**src/rtl/grid_frame_sched_if.sv**
```systemverilog
// Pixel stream from the frame scheduler to the LCD writer.
// One transfer per cycle where valid & ready; first/last mark frame boundaries.
interface grid_frame_sched_if;
  logic [15:0] data;
  logic        valid;
  logic        ready;
  logic        first;
  logic        last;

  modport master (output data, valid, first, last, input ready);
  modport slave  (input data, valid, first, last, output ready);
endinterface

```
**src/rtl/grid_frame_sched.sv**
```systemverilog
// Frame scheduler: freezes the board rows, sweeps the screen through the grid
// renderer and streams the returned RGB565 pixels out over valid/ready.
module grid_frame_sched #(
  parameter int SCR_W = 128,
  parameter int SCR_H = 160,
  parameter int ROW_W = 40
) (
  input  logic             clk,
  input  logic             rst,
  input  logic             frame_req,
  input  logic [ROW_W-1:0] row_in_0,
  input  logic [ROW_W-1:0] row_in_1,
  input  logic [ROW_W-1:0] row_in_2,
  input  logic [ROW_W-1:0] row_in_3,
  input  logic [ROW_W-1:0] row_in_4,
  input  logic [ROW_W-1:0] row_in_5,
  input  logic [ROW_W-1:0] row_in_6,
  input  logic [ROW_W-1:0] row_in_7,
  output logic [ROW_W-1:0] row_out_0,
  output logic [ROW_W-1:0] row_out_1,
  output logic [ROW_W-1:0] row_out_2,
  output logic [ROW_W-1:0] row_out_3,
  output logic [ROW_W-1:0] row_out_4,
  output logic [ROW_W-1:0] row_out_5,
  output logic [ROW_W-1:0] row_out_6,
  output logic [ROW_W-1:0] row_out_7,
  output logic [7:0]       ram_addr_x,
  output logic [7:0]       ram_addr_y,
  input  logic [15:0]      ram_data,
  grid_frame_sched_if.master pix,
  output logic             busy,
  output logic             frame_done
);

  localparam logic [7:0] X_LAST = 8'(SCR_W - 1);
  localparam logic [7:0] Y_LAST = 8'(SCR_H - 1);

  typedef enum logic [1:0] {S_IDLE, S_LATCH, S_STREAM, S_DONE} state_e;

  typedef struct packed {
    logic [15:0] data;
    logic        first;
    logic        last;
  } pix_t;

  state_e                 state_q, state_d;
  logic [7:0]             x_q, x_d, y_q, y_d;
  logic                   all_iss_q, all_iss_d;
  logic                   rd_vld_q, rd_vld_d;
  logic                   rd_first_q, rd_first_d;
  logic                   rd_last_q, rd_last_d;
  pix_t                   out_q, out_d, skid_q, skid_d;
  logic                   out_vld_q, out_vld_d;
  logic                   skid_vld_q, skid_vld_d;
  logic                   pend_q, pend_d;
  logic                   busy_q, busy_d;
  logic                   done_q, done_d;
  logic [7:0][ROW_W-1:0]  rows_q, rows_d, rows_in;

  logic hs, out_free, iss, at_last;
  pix_t rd_pix;

  assign rows_in = {row_in_7, row_in_6, row_in_5, row_in_4,
                    row_in_3, row_in_2, row_in_1, row_in_0};

  always_comb begin
    state_d    = state_q;
    x_d        = x_q;
    y_d        = y_q;
    all_iss_d  = all_iss_q;
    out_d      = out_q;
    out_vld_d  = out_vld_q;
    skid_d     = skid_q;
    skid_vld_d = skid_vld_q;
    pend_d     = pend_q;
    rows_d     = rows_q;

    hs       = out_vld_q & pix.ready;
    out_free = ~out_vld_q | pix.ready;
    rd_pix   = '{data: ram_data, first: rd_first_q, last: rd_last_q};

    // Skid drains into the output register before the in-flight read does.
    if (out_free) begin
      if (skid_vld_q) begin
        out_d      = skid_q;
        out_vld_d  = 1'b1;
        skid_vld_d = rd_vld_q;
        if (rd_vld_q) skid_d = rd_pix;
      end else begin
        out_vld_d = rd_vld_q;
        if (rd_vld_q) out_d = rd_pix;
      end
    end else if (rd_vld_q) begin
      skid_vld_d = 1'b1;
      skid_d     = rd_pix;
    end

    // Issuing only when the skid stays empty leaves room for the read that
    // lands next cycle even if the writer stalls then.
    at_last    = (x_q == X_LAST) && (y_q == Y_LAST);
    iss        = (state_q == S_STREAM) && !all_iss_q && !skid_vld_d;
    rd_vld_d   = iss;
    rd_first_d = iss && (x_q == 8'd0) && (y_q == 8'd0);
    rd_last_d  = iss && at_last;
    if (iss) begin
      if (at_last) begin
        all_iss_d = 1'b1;
      end else if (x_q == X_LAST) begin
        x_d = 8'd0;
        y_d = y_q + 8'd1;
      end else begin
        x_d = x_q + 8'd1;
      end
    end

    case (state_q)
      S_IDLE: begin
        if (frame_req || pend_q) state_d = S_LATCH;
      end
      S_LATCH: begin
        rows_d    = rows_in;
        x_d       = 8'd0;
        y_d       = 8'd0;
        all_iss_d = 1'b0;
        pend_d    = 1'b0;
        state_d   = S_STREAM;
      end
      S_STREAM: begin
        if (frame_req) pend_d = 1'b1;
        if (hs && out_q.last) state_d = S_DONE;
      end
      S_DONE: begin
        pend_d = pend_q | frame_req;
        if (frame_req || pend_q) state_d = S_LATCH;
        else                     state_d = S_IDLE;
      end
      default: state_d = S_IDLE;
    endcase

    busy_d = (state_d == S_LATCH) || (state_d == S_STREAM);
    done_d = (state_d == S_DONE);
  end

  always_ff @(posedge clk or negedge rst) begin
    if (!rst) begin
      state_q    <= S_IDLE;
      x_q        <= '0;
      y_q        <= '0;
      all_iss_q  <= 1'b0;
      rd_vld_q   <= 1'b0;
      rd_first_q <= 1'b0;
      rd_last_q  <= 1'b0;
      out_q      <= '0;
      out_vld_q  <= 1'b0;
      skid_q     <= '0;
      skid_vld_q <= 1'b0;
      pend_q     <= 1'b0;
      busy_q     <= 1'b0;
      done_q     <= 1'b0;
      rows_q     <= '0;
    end else begin
      state_q    <= state_d;
      x_q        <= x_d;
      y_q        <= y_d;
      all_iss_q  <= all_iss_d;
      rd_vld_q   <= rd_vld_d;
      rd_first_q <= rd_first_d;
      rd_last_q  <= rd_last_d;
      out_q      <= out_d;
      out_vld_q  <= out_vld_d;
      skid_q     <= skid_d;
      skid_vld_q <= skid_vld_d;
      pend_q     <= pend_d;
      busy_q     <= busy_d;
      done_q     <= done_d;
      rows_q     <= rows_d;
    end
  end

  assign ram_addr_x = x_q;
  assign ram_addr_y = y_q;
  assign pix.data   = out_q.data;
  assign pix.valid  = out_vld_q;
  assign pix.first  = out_vld_q & out_q.first;
  assign pix.last   = out_vld_q & out_q.last;
  assign busy       = busy_q;
  assign frame_done = done_q;

  assign row_out_0 = rows_q[0];
  assign row_out_1 = rows_q[1];
  assign row_out_2 = rows_q[2];
  assign row_out_3 = rows_q[3];
  assign row_out_4 = rows_q[4];
  assign row_out_5 = rows_q[5];
  assign row_out_6 = rows_q[6];
  assign row_out_7 = rows_q[7];

endmodule

```
**src/flat_wrapper.sv**
```systemverilog
// flat-port wrapper written by rule: the top's interface ports become plain ports
module grid_frame_sched_flat 
#(
  parameter int SCR_W = 128,
  parameter int SCR_H = 160,
  parameter int ROW_W = 40
)
  (clk, rst, frame_req, row_in_0, row_in_1, row_in_2, row_in_3, row_in_4, row_in_5, row_in_6, row_in_7, row_out_0, row_out_1, row_out_2, row_out_3, row_out_4, row_out_5, row_out_6, row_out_7, ram_addr_x, ram_addr_y, ram_data, busy, frame_done, pix_data, pix_valid, pix_first, pix_last, pix_ready);
  grid_frame_sched_if pix_i ();
  input  logic clk;
  input  logic rst;
  input  logic frame_req;
  input  logic [ROW_W-1:0] row_in_0;
  input  logic [ROW_W-1:0] row_in_1;
  input  logic [ROW_W-1:0] row_in_2;
  input  logic [ROW_W-1:0] row_in_3;
  input  logic [ROW_W-1:0] row_in_4;
  input  logic [ROW_W-1:0] row_in_5;
  input  logic [ROW_W-1:0] row_in_6;
  input  logic [ROW_W-1:0] row_in_7;
  output logic [ROW_W-1:0] row_out_0;
  output logic [ROW_W-1:0] row_out_1;
  output logic [ROW_W-1:0] row_out_2;
  output logic [ROW_W-1:0] row_out_3;
  output logic [ROW_W-1:0] row_out_4;
  output logic [ROW_W-1:0] row_out_5;
  output logic [ROW_W-1:0] row_out_6;
  output logic [ROW_W-1:0] row_out_7;
  output logic [7:0] ram_addr_x;
  output logic [7:0] ram_addr_y;
  input  logic [15:0] ram_data;
  output logic busy;
  output logic frame_done;
  output wire logic [$bits(pix_i.data)-1:0] pix_data;
  output wire logic [$bits(pix_i.valid)-1:0] pix_valid;
  output wire logic [$bits(pix_i.first)-1:0] pix_first;
  output wire logic [$bits(pix_i.last)-1:0] pix_last;
  input wire logic [$bits(pix_i.ready)-1:0] pix_ready;
  assign pix_data = pix_i.data;
  assign pix_valid = pix_i.valid;
  assign pix_first = pix_i.first;
  assign pix_last = pix_i.last;
  assign pix_i.ready = pix_ready;
  grid_frame_sched #(.SCR_W(SCR_W), .SCR_H(SCR_H), .ROW_W(ROW_W)) u_core (.clk(clk), .rst(rst), .frame_req(frame_req), .row_in_0(row_in_0), .row_in_1(row_in_1), .row_in_2(row_in_2), .row_in_3(row_in_3), .row_in_4(row_in_4), .row_in_5(row_in_5), .row_in_6(row_in_6), .row_in_7(row_in_7), .row_out_0(row_out_0), .row_out_1(row_out_1), .row_out_2(row_out_2), .row_out_3(row_out_3), .row_out_4(row_out_4), .row_out_5(row_out_5), .row_out_6(row_out_6), .row_out_7(row_out_7), .ram_addr_x(ram_addr_x), .ram_addr_y(ram_addr_y), .ram_data(ram_data), .pix(pix_i), .busy(busy), .frame_done(frame_done));
endmodule
```
**config.mk**
```make
export PLATFORM = sky130hd
export DESIGN_NAME = grid_frame_sched_flat
export DESIGN_NICKNAME = d
export VERILOG_FILES = /design/src/rtl/grid_frame_sched_if.sv /design/src/rtl/grid_frame_sched.sv /design/src/flat_wrapper.sv
export SDC_FILE = /design/constraint.sdc
export NUM_CORES = 1
export LEC_CHECK = 0
export BUFFER_PORTS_ARGS = -buffer_cell sky130_fd_sc_hd__buf_2
export CAP_MARGIN = 20
export CORE_AREA = 4 4 265 267
export DETAILED_ROUTE_END_ITERATION = 10
export DIE_AREA = 0 0 269 271
export GPL_TIMING_DRIVEN = 0
export MAX_ROUTING_LAYER = met4
export PLACE_DENSITY_LB_ADDON = 0.3
export SETUP_SLACK_MARGIN = 0.4
export SYNTH_ARGS = -nofsm -noshare
export SYNTH_HDL_FRONTEND = slang
export SYNTH_SLANG_ARGS = --single-unit
```
**constraint.sdc**
```tcl
create_clock -name clk -period 3.6 [get_ports clk]
set_clock_uncertainty 0.1 [all_clocks]
set_input_delay 0.54 -clock clk [delete_from_list [all_inputs] [get_ports clk]]
set_output_delay 0.54 -clock clk [all_outputs]
set_load 0.005 [all_outputs]
```
Word-level counts from Yosys, hierarchy flattened:

Index checks and enable logic that the tools add are counted.

* add/subtract/negate cells: 2
* equal/unequal tests: 11
* mux-type cells: 26
* bitwise operators: 6
* reduce and logical (&&, ||, !) cells: 24

Operators with widths (number)
* $mux W18: 5
* $mux W8: 8
* $add A8 B1 Y8 const B: 2
* $logic_not A8 Y1: 2
* $mux W1: 9
* $eq A2 B2 Y1 const B: 4
* $eq A8 B7 Y1 const B: 1
* $eq A8 B8 Y1 const B: 1
* $pmux W2 S4: 1
* $reduce_and A2 Y1: 4
* $reduce_bool A2 Y1: 4
* $logic_and A1 B1 Y1: 7
* $eq A2 B1 Y1 const B: 2
* $mux W2: 2
* $ne A2 B2 Y1 const B: 2
* $and A1 B1 Y1: 3
* $pmux W1 S3: 1
* $reduce_and A3 Y1: 1
* $reduce_bool A3 Y1: 1
* $logic_not A1 Y1: 2
* $logic_not A2 Y1: 1
* $logic_or A1 B1 Y1: 2
* $ne A2 B1 Y1 const B: 1
* $or A1 B1 Y1: 2
* $not A1 Y1: 1

* register bits: 383
* output and inout bits: 357
* word-level logic and storage cells: 95

Longest topological paths before layout:

Gate-level depths: netlist (run 1).

* depth after elaboration: 7
* gate-level depth with buffers: 8
* mapped depth without buffers: 7

Worst setup path before layout (run 1):

Ideal clock, no wire load.

* path kind: flip-flop to flip-flop
* from: register u_core.x_q[0] (netlist: u_core.ram_addr_x[0])
* to: register u_core.y_q[7] (netlist: u_core.ram_addr_y[7])
* library setup time: 128 ps
* arrival: 2031 ps
* data required time: 3372 ps
* slack: 1341 ps
* cell stages (with the launch flop): 7
* period minus slack after synthesis: 2259 ps
* path through: dfrtp_1 > ha_1 > nand2_1 > or3_4 > or4_4 > nor4_1 > mux2_1

* longest elaborated chain between the ends: 4
* elaborated cells between the ends (all ways): 5
* those cells by class: eq/ne: 2; reduce/logical: 3

RTL lines
* start, declared: line grid_frame_sched.sv:47 `logic [7:0] x_q, x_d, y_q, y_d;`
* start signal, assigned: line grid_frame_sched.sv:147 `x_q <= '0;`
* start signal, assigned: line grid_frame_sched.sv:163 `x_q <= x_d;`
* $eq A8 B7 Y1 *: line grid_frame_sched.sv:100, grid_frame_sched.sv:108
* $logic_and A1 B1 Y1: line grid_frame_sched.sv:100 `at_last = (x_q == X_LAST) && (y_q == Y_LAST);`
* $ne A2 B2 Y1 (no line)
* $reduce_and A3 Y1 (no line) *
* end signal, assigned: line grid_frame_sched.sv:164 `y_q <= y_d;`
* end, declared: line grid_frame_sched.sv:47

Mark *: on every way between the ends. The rest lies on a longest branch, timed or not.
A chain may end at the register's enable or synchronous reset.

Worst setup path in the final report (run 1):

* from: register u_core.state_q[1]
* to: register u_core.x_q[7] (netlist: u_core.ram_addr_x[7])

* longest elaborated chain between the ends: 5
* elaborated cells between the ends (all ways): 8
* those cells by class: eq/ne: 3; mux: 1; reduce/logical: 4

RTL lines
* start, declared: line grid_frame_sched.sv:46 `state_e state_q, state_d;`
* start signal, assigned: line grid_frame_sched.sv:162 `state_q <= state_d;`
* $eq A2 B2 Y1: line grid_frame_sched.sv:101 `iss = (state_q == S_STREAM) && !all_iss_q && !skid_vld_d;`
* $logic_and A1 B1 Y1 (2 in series): line grid_frame_sched.sv:101
* $reduce_bool A2 Y1 (no line)
* $reduce_and A2 Y1 (no line)

Parallel ways exist; a longest one is shown, timed or not.

==> impl_metrics.csv, run 1 <==
group,metric,value,unit
outcome,status,"complete, no violations",
critical_path,cp-end-kind,"register",
synth,syn-cell-area,0.01475,sq mm
placed_design,port_buffers,696,
clock_tree,clock-sinks,383,
synth,syn_inst,950,
drt,avgViaCountPerCell,4.115,
final_layout,layout_common_cells,"buf_2 (696), dfrtp_1 (383), mux2_2 (338), clkbuf_1 (51), clkbuf_16 (45)",
critical_path,rr_startpoint,"u_core.state_q[1]",
clock_tree,cts_buffers,45,
drt,ant_nets,0,
placed_design,gp_congestion,0.8831,
floorplan,core_area,0.06811,sq mm
clock_tree,clk_path_buf_depth,3,
pwr,power-per-cell-area,925.8,mW/mm^2
pwr,leakage,0.009858,uW
clock_tree,clockRootBuffer,"clkbuf_16",
critical_path,r2r_cells,7,
drt,drtPass1Iterations,5,
synth,yosysUniqueCellTypes,43,
sta,fmax,360.4,MHz
global_route,antenna_found_initial,7,
critical_path,worstReg2RegEnd,"u_core.ram_addr_x[7]",
synth,ys_ff_latch,383,
final_layout,syn2layout_area_growth,41.14,%
pwr,power.total,19270,uW
final_layout,drive_above_1_share,0.6541,
critical_path,arrival,3090,ps
drt,routed_wirelength,48.63,mm
floorplan,row_count,96,
clock_tree,insertion_delay,550,ps
critical_path,critPathMaxFanout,10,
drt,drt_iter0_drc,420,
floorplan,die_area,0.07290,sq mm
drt,wire_per_inst,18.63,microns
final_layout,fillCellCount,6984,
global_route,grt_pass1_wl,71.62,mm
sta,hold_violations,0,
final_layout,fin_area,0.02082,sq mm
floorplan,ios,697,
worst_hold_path,hold_class,"primary input to register",
critical_path,cp.required,3920,ps
sta,worstMarginPinSlew,956.5,ps
final_layout,nets,2046,
placed_design,placedInstanceArea,0.01943,sq mm
sta,setup_viol,0,
critical_path,worstSetupStartpointType,"register",
sta,final_max_slew_viol_count,0,
sta,rsz0062_at_grt,"false",
global_route,grt_pass1_vias,11680,
clock_tree,htree_levels,2,
run,maxCapViolCount,0,
clock_tree,clk_pin_slew_worst_paths,60,ps
worst_hold_path,hold_path_end,"u_core.row_out_1[12]",
synth,ys.warnings.count,0,
synth,avgSynthCellArea,15.53,sq um
clock_tree,cts_tree,"yes",
final_layout,mostFrequentLayoutCell,"buf_2",
critical_path,worstSetupPathType,"register to register",
floorplan,die_y,271,microns
worst_hold_path,hold_start,"row_in_1[12]",
synth,yosysSeqAreaShare,0.6498,
floorplan,initial_core_util,0.2166,
worst_hold_path,hold_depth,2,
sta,post-route-period-util,0.7707,
sta,period_minus_slack,2775,ps
global_route,grt_max_degree,116,
drt,drcViolationCount,0,
global_route,grt-ovfl-total,0,
sta,maxSlewHeadroom,0.3585,
floorplan,fp.dieW,269,microns
drt,vias,10750,
placed_design,hpwlAfterDp,38.02,mm
critical_path,rrSetupSlack,830,ps
global_route,grtUsageTotal,0.1307,
synth,syn_nets,1299,
pwr,vdd_ir_drop_max,0.0004286,V
flip-flops by register name, summed over array words and instances (netlist names), 16 cells and up:
signal and cells:
u_core.row_out_3 40, u_core.row_out_6 40, u_core.row_out_7 40, u_core.row_out_5 40, u_core.pix.data 16, u_core.row_out_2 40, u_core.row_out_1 40, u_core.skid_q 18
u_core.row_out_0 40, u_core.row_out_4 40
layout make-up:
cell class | count | area, sq um | area share
buffer | 61 | 294.0 | 0.01412
timing repair buffer | 700 | 3586 | 0.1723
inverter | 14 | 52.55 | 0.002524
multi-input combinational | 492 | 4822 | 0.2316
sequential | 383 | 9584 | 0.4604
clock buffer | 67 | 1319 | 0.06335
tap | 882 | 1104 | 0.05301
clock inverter | 6 | 41.29 | 0.001983
antenna | 6 | 15.01 | 0.0007212
logic make-up (layout without fill, tap and decap cells):
kind of cell / after synthesis / after routing / synth area share
and+or+nand+nor: 75 / 75 / 0.02613
muxes: 360 / 360 / 0.2731
other: 0 / 6 / 0
DFF: 383 / 383 / 0.6498
AOI/OAI and AO/OA: 47 / 47 / 0.01951
xor gates and xnor gates: 1 / 1 / 0.0005939
adders and majority gates: 9 / 9 / 0.007635
buffers and inverters: 75 / 848 / 0.02324
synth_stat cells (all sizes together):
library cell,count,area share
a211oi,2,0.0010
a21o,1,0.00051
a21oi,26,0.0088
a221oi,1,0.00059
a2bb2oi,1,0.00059
a311oi,3,0.0018
a31o,2,0.0012
a31oi,3,0.0013
a41o,1,0.00068
and2,3,0.0013
and3,2,0.00085
and4,1,0.00059
buf,18,0.0087
clkbuf,43,0.011
dfrtp,383,0.65
ha,9,0.0076
inv,14,0.0036
mux2,339,0.26
mux2i,21,0.014
nand2,8,0.0020
nand2b,2,0.00085
nand3,2,0.00068
nand4,4,0.0021
nor2,36,0.0092
nor2b,3,0.0013
nor3,3,0.0010
nor4,4,0.0021
nor4b,2,0.0012
o21ai,4,0.0014
o31ai,2,0.0010
o32a,1,0.00068
or2,1,0.00042
or3,1,0.00076
or4,3,0.0018
xnor2,1,0.00059
per-layer routing:
| metal | global-route usage | wire [microns] |
|---|---|---|
| met5 | - | 0 |
| met4 | 0.04595 | 1446 |
| met3 | 0.03447 | 3423 |
| met2 | 0.2243 | 25030 |
| met1 | 0.1469 | 18730 |
power breakdown:
part	leakage [uW]	total, uW	internal, uW	switching, uW
logic	0.00464	7440	4080	3360
clock network	0.000672	4280	2510	1780
registers	0.00454	7560	6460	1090
total	0.00986	19300	13000	6230
worst max path at each step:
stage                                end  depth (start not counted)  slack [ps]                  from
floorplan           u_core.ram_addr_y[7]                          6        1340  u_core.ram_addr_x[0]
CTS                 u_core.ram_addr_x[0]                          7         640     u_core.state_q[1]
detailed placement   u_core.row_out_7[7]                          6        -150     u_core.state_q[1]
global placement     u_core.row_out_6[6]                          1       -5690                   rst
finish              u_core.ram_addr_x[7]                          7         830     u_core.state_q[1]
global route        u_core.ram_addr_y[1]                          7         490     u_core.state_q[1]
per-stage QoR:
stage | std cells | hold slack [ps] | setup TNS (ps) | util | setup slack (ps)
after floorplan | 950 | 144.4 | 0 | - | 1341
after global placement | 2528 | 374.2 | -2149210 | 0.2839 | -5686
after detailed placement | 2531 | 386.9 | -1401 | 0.2853 | -154.6
after CTS | 2605 | 52.32 | 0 | 0.3054 | 637.1
after global routing | 2610 | 62.96 | 0 | 0.3056 | 487.5
final | 2611 | 103.9 | 0 | 0.3057 | 825.5
worst max-delay path: stages (launching register included):
cell	delay [ps]
dfrtp_1	400
inv_1	80
ha_1	140
clkbuf_2	270
clkbuf_1	560
clkbuf_1	540
clkbuf_1	450
nor2_1	100
what timing repair did:
| item | CTS | global route |
|---|---|---|
| endpoints found under the hold margin | 61 | 0 |
| hold buffers | 1 | 0 |
| setup buffers | 0 | 0 |
| resized for setup | 3 | 0 |
| endpoints found under the setup margin | 120 | 0 |
No activity file was read; power rests on OpenSTA's default activity.
==> run 2: changes to the inputs <==
--- a/config.mk
+++ b/config.mk
@@ -7,9 +7,9 @@
 export LEC_CHECK = 0
 export BUFFER_PORTS_ARGS = -buffer_cell sky130_fd_sc_hd__buf_2
 export CAP_MARGIN = 20
-export CORE_AREA = 4 4 265 267
+export CORE_AREA = 4 4 266 268
 export DETAILED_ROUTE_END_ITERATION = 10
-export DIE_AREA = 0 0 269 271
+export DIE_AREA = 0 0 270 272
 export GPL_TIMING_DRIVEN = 0
 export MAX_ROUTING_LAYER = met4
 export PLACE_DENSITY_LB_ADDON = 0.3
==> constraint.sdc (replaced) <==
create_clock -name clk -period 2.9 [get_ports clk]
set_clock_uncertainty 0.1 [all_clocks]
set_input_delay 0.435 -clock clk [delete_from_list [all_inputs] [get_ports clk]]
set_output_delay 0.435 -clock clk [all_outputs]
set_load 0.005 [all_outputs]
==> impl_metrics.csv, run 2 (synthesis gave the netlist of run 1 again) <==
group,metric,value,unit
drt,drcViolationCount,0,
sta,fmax,415.4,MHz
critical_path,worstReg2RegEnd,"u_core.ram_addr_y[7]",
clock_tree,insertion_delay,550,ps
drt,vias,11990,
clock_tree,clockRootBuffer,"clkbuf_16",
global_route,grt.busiest_layer,"met2",
placed_design,port_buffers,696,
global_route,grtUsageMet2,0.2425,
sta,hold_violations,0,
floorplan,row_count,96,
clock_tree,cts_tree,"yes",
pwr,leakage,0.01134,uW
critical_path,rr_startpoint,"u_core.ram_addr_x[3]",
placed_design,hpwlAfterDp,36.86,mm
critical_path,path_delay_family,"simple AND/OR/NAND/NOR gates",
drt,drt_iter0_drc,305,
clock_tree,cts_buffers,44,
floorplan,initial_core_util,0.2158,
drt,drtPass1Iterations,6,
sta,period_minus_slack,2407,ps
critical_path,worstSetupStartpointType,"register",
critical_path,arrival,2730,ps
clock_tree,clk_path_buf_depth,3,
sta,maxSlewHeadroom,0.3831,
worst_hold_path,hold_start,"row_in_1[39]",
critical_path,critPathMaxStageDelay,510,ps
floorplan,fp.dieW,270,microns
final_layout,drive_above_1_share,0.5686,
final_layout,mostFrequentLayoutCell,"buf_2",
worst_hold_path,hold_depth,2,
placed_design,gp_congestion,0.8938,
sta,post-route-period-util,0.8302,
drt,routed_wirelength,50.31,mm
global_route,grt_max_degree,110,
final_layout,nets,2365,
clock_tree,clock-sinks,383,
drt,ant_nets,0,
final_layout,final_cell_count_no_fill,2933,
clock_tree,clk_pin_slew_worst_paths,60,ps
critical_path,slowest_stage,"dfrtp_1",
sta,setup_viol,0,
run,maxCapViolCount,0,
pwr,power-per-cell-area,1014,mW/mm^2
global_route,grtUsageMet3,0.03427,
critical_path,r2r_cells,5,
sta,final_max_slew_viol_count,0,
critical_path,rrSetupSlack,490,ps
global_route,grtUsageTotal,0.1361,
drt,wire_per_inst,17.15,microns
critical_path,cp-end-kind,"register",
sta,finalSetupTns,0,ps
global_route,grt-ovfl-total,0,
global_route,met1_usage,0.1458,
floorplan,core_area,0.06835,sq mm
global_route,grt_pass1_vias,13560,
floorplan,ios,697,
global_route,grt_pass1_wl,77.52,mm
drt,avgViaCountPerCell,4.086,
worst_hold_path,hold_path_end,"u_core.row_out_1[39]",
floorplan,die_area,0.07344,sq mm
placed_design,placedCellCount,2531,
critical_path,crit_chain,"nand4_2 -> or3_4 -> or4_4 -> nor4_4 -> mux2_1",
floorplan,die_y,272,microns
pwr,vdd_ir_drop_max,0.0005020,V
final_layout,fin_util,0.3529,
sta,rsz0062_at_grt,"false",
final_layout,layout_common_cells,"buf_2 (696), dfrtp_1 (383), mux2_2 (338), dlygate4sd3_1 (321), clkbuf_16 (45)",
clock_tree,htree_levels,2,
outcome,status,"complete, no violations",
critical_path,cp.required,3220,ps
critical_path,critPathMaxFanout,8,
clock_tree,cts_setup_buffers,0,
final_layout,syn2layout_area_growth,63.55,%
critical_path,path_buf_inv,0,
critical_path,worstSetupPathType,"register to register",
global_route,antenna_found_initial,3,
sta,worstMarginPinSlew,919.8,ps
worst_hold_path,hold_class,"primary input to register",
[run 2: changes by cell type in the layout (fill, tap and decap cells not counted), moves of 2 or more]
cell / previous run / this run
inv_6: 2 / 4
diode_2: 6 / 2
clkbuf_2: 3 / 30
dlygate4sd3_1: 1 / 321
clkinv_2: 3 / 9
clkbuf_4: 0 / 2
clkbuf_1: 51 / 21
[run 2: final cells by class]
cell class                      instances  area (sq um)
Multi-Input combinational cell        492          4841
Inverter                               14         52.55
Antenna cell                            2         5.005
Tap cell                              882          1104
Clock buffer                           65          1301
Buffer                                 61         335.3
Sequential cell                       383          9584
Fill cell                            6658         44220
Clock inverter                         14         110.1
Timing Repair Buffer                 1020          6789
[run 2: power breakdown]
| group | total (uW) | switching, uW | internal (uW) | leakage [uW] |
|---|---|---|---|---|
| registers | 9370 | 1350 | 8020 | 0.00454 |
| logic | 9640 | 4250 | 5390 | 0.00609 |
| clock network | 5430 | 2240 | 3200 | 0.000706 |
| total | 24500 | 7840 | 16600 | 0.0113 |
[run 2: worst max-delay path by stage]
stage                    startpoint                    to  slack, ps  depth (start not counted)
6_report       u_core.ram_addr_x[3]  u_core.ram_addr_y[7]        490                          5
5_1_grt        u_core.ram_addr_x[0]  u_core.ram_addr_y[7]        370                          6
4_1_cts           u_core.state_q[1]  u_core.row_out_2[26]        400                          6
3_5_place_dp      u_core.state_q[1]  u_core.row_out_5[31]       -660                          6
3_3_place_gp                    rst  u_core.row_out_3[31]      -6280                          1
2_1_floorplan  u_core.ram_addr_x[0]  u_core.ram_addr_y[7]        640                          6
[run 2: stage by stage]
step	cell area [sq um]	setup slack [ps]	hold slack [ps]	power, uW
after floorplan	14750	641.0	39.41	14210
after global placement	19340	-6277	375.8	18570
after detailed placement	19430	-659.2	358.0	18800
after CTS	24080	405.0	0.9807	24810
after global routing	24120	371.8	11.12	26070
final	24120	492.5	49.81	24450
[run 2: worst register-to-register path: cells and delay by family (launching register included)]
kind | cells | cell delay (ps)
and+or+nand+nor | 4 | 1340
DFF | 1 | 510
muxes | 1 | 340
[run 2: metal layers]
| layer | vias up | wire length [microns] |
|---|---|---|
| li1 | 5496 | - |
| met1 | 5922 | 19050 |
| met2 | 466 | 26240 |
| met3 | 101 | 3160 |
| met4 | 0 | 1859 |
| met5 | - | 0 |
[run 2: timing repair]
action | 4_1_cts | 5_1_grt
gates resized for setup | 19 | 34
setup endpoints to repair | 347 | 124
hold buffers | 321 | 0
hold endpoints to repair | 392 | 0
==> run 3: changes to the inputs <==
--- a/config.mk
+++ b/config.mk
@@ -7,9 +7,9 @@
 export LEC_CHECK = 0
 export BUFFER_PORTS_ARGS = -buffer_cell sky130_fd_sc_hd__buf_2
 export CAP_MARGIN = 20
-export CORE_AREA = 4 4 266 268
+export CORE_AREA = 4 4 273 275
 export DETAILED_ROUTE_END_ITERATION = 10
-export DIE_AREA = 0 0 270 272
+export DIE_AREA = 0 0 277 279
 export GPL_TIMING_DRIVEN = 0
 export MAX_ROUTING_LAYER = met4
 export PLACE_DENSITY_LB_ADDON = 0.3
==> constraint.sdc (replaced) <==
create_clock -name clk -period 2.1 [get_ports clk]
set_clock_uncertainty 0.1 [all_clocks]
set_input_delay 0.315 -clock clk [delete_from_list [all_inputs] [get_ports clk]]
set_output_delay 0.315 -clock clk [all_outputs]
set_load 0.005 [all_outputs]
==> impl_metrics.csv, run 3 (synthesis gave the netlist of run 1 again) <==
group,metric,value,unit
outcome,status,"finished with violations",
outcome,violations,"negative hold slack, negative setup slack",
critical_path,slowest_stage,"or4_4",
sta,worst_slack,-92.15,ps
final_layout,fin_area,0.02746,sq mm
pwr,power.internal,27890,uW
clock_tree,cts_tree,"yes",
clock_tree,cts_buffers,44,
clock_tree,htree_levels,2,
floorplan,fp.dieW,277,microns
clock_tree,insertion_delay,550,ps
critical_path,cp.required,2420,ps
critical_path,path_delay_family,"simple AND/OR/NAND/NOR gates",
global_route,grtUsageTotal,0.1408,
floorplan,die_y,279,microns
drt,ant_nets,0,
final_layout,layout_common_cells,"buf_2 (695), dfrtp_1 (378), dlygate4sd3_1 (336), mux2_4 (216), mux2_2 (122)",
critical_path,worstSetupStartpointType,"register",
global_route,grt_pass1_vias,14070,
drt,vias,12630,
sta,worstMarginPinSlew,659.2,ps
pwr,leakage,0.01310,uW
floorplan,core_area,0.07234,sq mm
sta,rsz0062_at_grt,"true",
pwr,p_sw,12800,uW
drt,routed_wirelength,58.79,mm
pwr,vdd_ir_drop_max,0.0008009,V
drt,wire_per_inst,18.93,microns
drt,avgViaCountPerCell,4.065,
worst_hold_path,hold_class,"primary input to asynchronous set/reset pin",
critical_path,critPathMaxFanout,5,
final_layout,syn2layout_area_growth,86.20,%
sta,period_minus_slack,2192,ps
drt,drtPass1Iterations,4,
critical_path,critPathMaxStageDelay,460,ps
floorplan,row_count,99,
global_route,grt_pass1_wl,83.46,mm
sta,fmax,456.2,MHz
clock_tree,hold_buffers,336,
critical_path,arrival,2510,ps
drt,drcViolationCount,0,
pwr,power-per-cell-area,1482,mW/mm^2
global_route,antenna_found_initial,3,
final_layout,drive_above_1_share,0.6049,
final_layout,mostFrequentLayoutCell,"buf_2",
placed_design,placedInstanceArea,0.01970,sq mm
floorplan,initial_core_util,0.2039,
floorplan,die_area,0.07728,sq mm
final_layout,fillCellCount,6857,
pwr,pwr-share-comb,0.490,
placed_design,hpwlAfterDp,38.77,mm
floorplan,ios,697,
final_layout,nets,2464,
sta,hold_violations,64,
pwr,power_frac_seq,0.326,
clock_tree,clock-sinks,383,
placed_design,gp_congestion,0.8737,
sta,final_max_slew_viol_count,0,
global_route,grt-ovfl-total,0,
global_route,grt_max_degree,114,
run,maxCapViolCount,0,
critical_path,worstSetupPathType,"register to register",
sta,maxSlewHeadroom,0.5606,
placed_design,port_buffers,696,
clock_tree,clockRootBuffer,"clkbuf_16",
sta,timing.hold.ws,-381.4,ps
clock_tree,clk_path_buf_depth,3,
sta,post-route-period-util,1.044,
critical_path,crit_chain,"ha_2 -> nand2_2 -> or3_4 -> or4_4 -> nor4_2 -> mux2_1",
critical_path,cp-end-kind,"register",
drt,drt_iter0_drc,332,
pwr,clockPowerShare,0.184,
critical_path,path_buf_inv,0,
pwr,p_sw_frac,0.3146,
sta,setup_viol,3,
clock_tree,clk_pin_slew_worst_paths,60,ps
-- run 3: final timing paths --
kind / cells past startpoint / slack (ps) / end / from
setup / recovery: 6 / -90 / u_core.ram_addr_y[7] / u_core.ram_addr_x[0]
hold / removal: 1 / -380 / u_core.row_out_4[20] / rst
setup reg to reg: 6 / -90 / u_core.ram_addr_y[7] / u_core.ram_addr_x[0]
hold reg to reg: 1 / 400 / u_core.row_out_6[26] / u_core.row_out_6[26]
max in group asynchronous: 3 / 800 / u_core.row_out_1[1] / rst
min in group clk: 3 / 60 / u_core.state_q[0] / frame_req
-- run 3: through the flow --
step	total power (uW)	setup slack (ps)	setup TNS, ps	util	instances
floorplan	19920	-60.40	-179.7	-	950
global placement	26140	-6973	-2794320	0.2711	2605
detailed placement	26470	-795.0	-175190	0.2724	2608
CTS	38070	-79.64	-162.2	0.3603	3061
global route	42830	-119.9	-350.4	0.3796	3106
finish	40700	-92.15	-231.3	0.3796	3106
-- run 3: metal layers --
layer,global-route usage,wire (microns)
met4,0.04951,1977
met3,0.03161,3144
met2,0.2524,30930
met1,0.1540,22740
met5,-,0
-- run 3: power by group through the flow --
stage | clock [uW] | combinational, uW | sequential (uW)
6_report | 7480 | 19900 | 13300
5_1_grt | 8020 | 21100 | 13700
4_1_cts | 7770 | 17100 | 13200
3_5_place_dp | 0 | 13300 | 13200
3_3_place_gp | 0 | 13100 | 13100
2_1_floorplan | 0 | 6780 | 13100
-- run 3: what timing repair did --
item                                    in CTS  in global routing
gates resized for setup                    229                216
hold endpoints to repair                   416                 64
pin swaps                                    4                 10
gates cloned                                14                 23
buffers inserted                            28                 19
endpoints found under the setup margin     370                355
-- run 3: worst register-to-register path: cells and delay by family, from the launching register on --
| kind | cells | cell delay (ps) |
|---|---|---|
| adders and majority gates | 1 | 190 |
| DFF | 1 | 360 |
| muxes | 1 | 360 |
| and+or+nand+nor | 4 | 1050 |
-- run 3: layout make-up --
class                           instances  area [sq um]  area share
Sequential cell                       383          9590      0.3492
Timing Repair Buffer                 1119          8285      0.3017
Multi-Input combinational cell        492          5867      0.2136
Clock buffer                           64          1267     0.04615
Tap cell                              959          1200     0.04369
Buffer                                 61          1070     0.03895
Clock inverter                         11         112.6    0.004100
Inverter                               14         62.56    0.002278
Antenna cell                            3         7.507   0.0002734
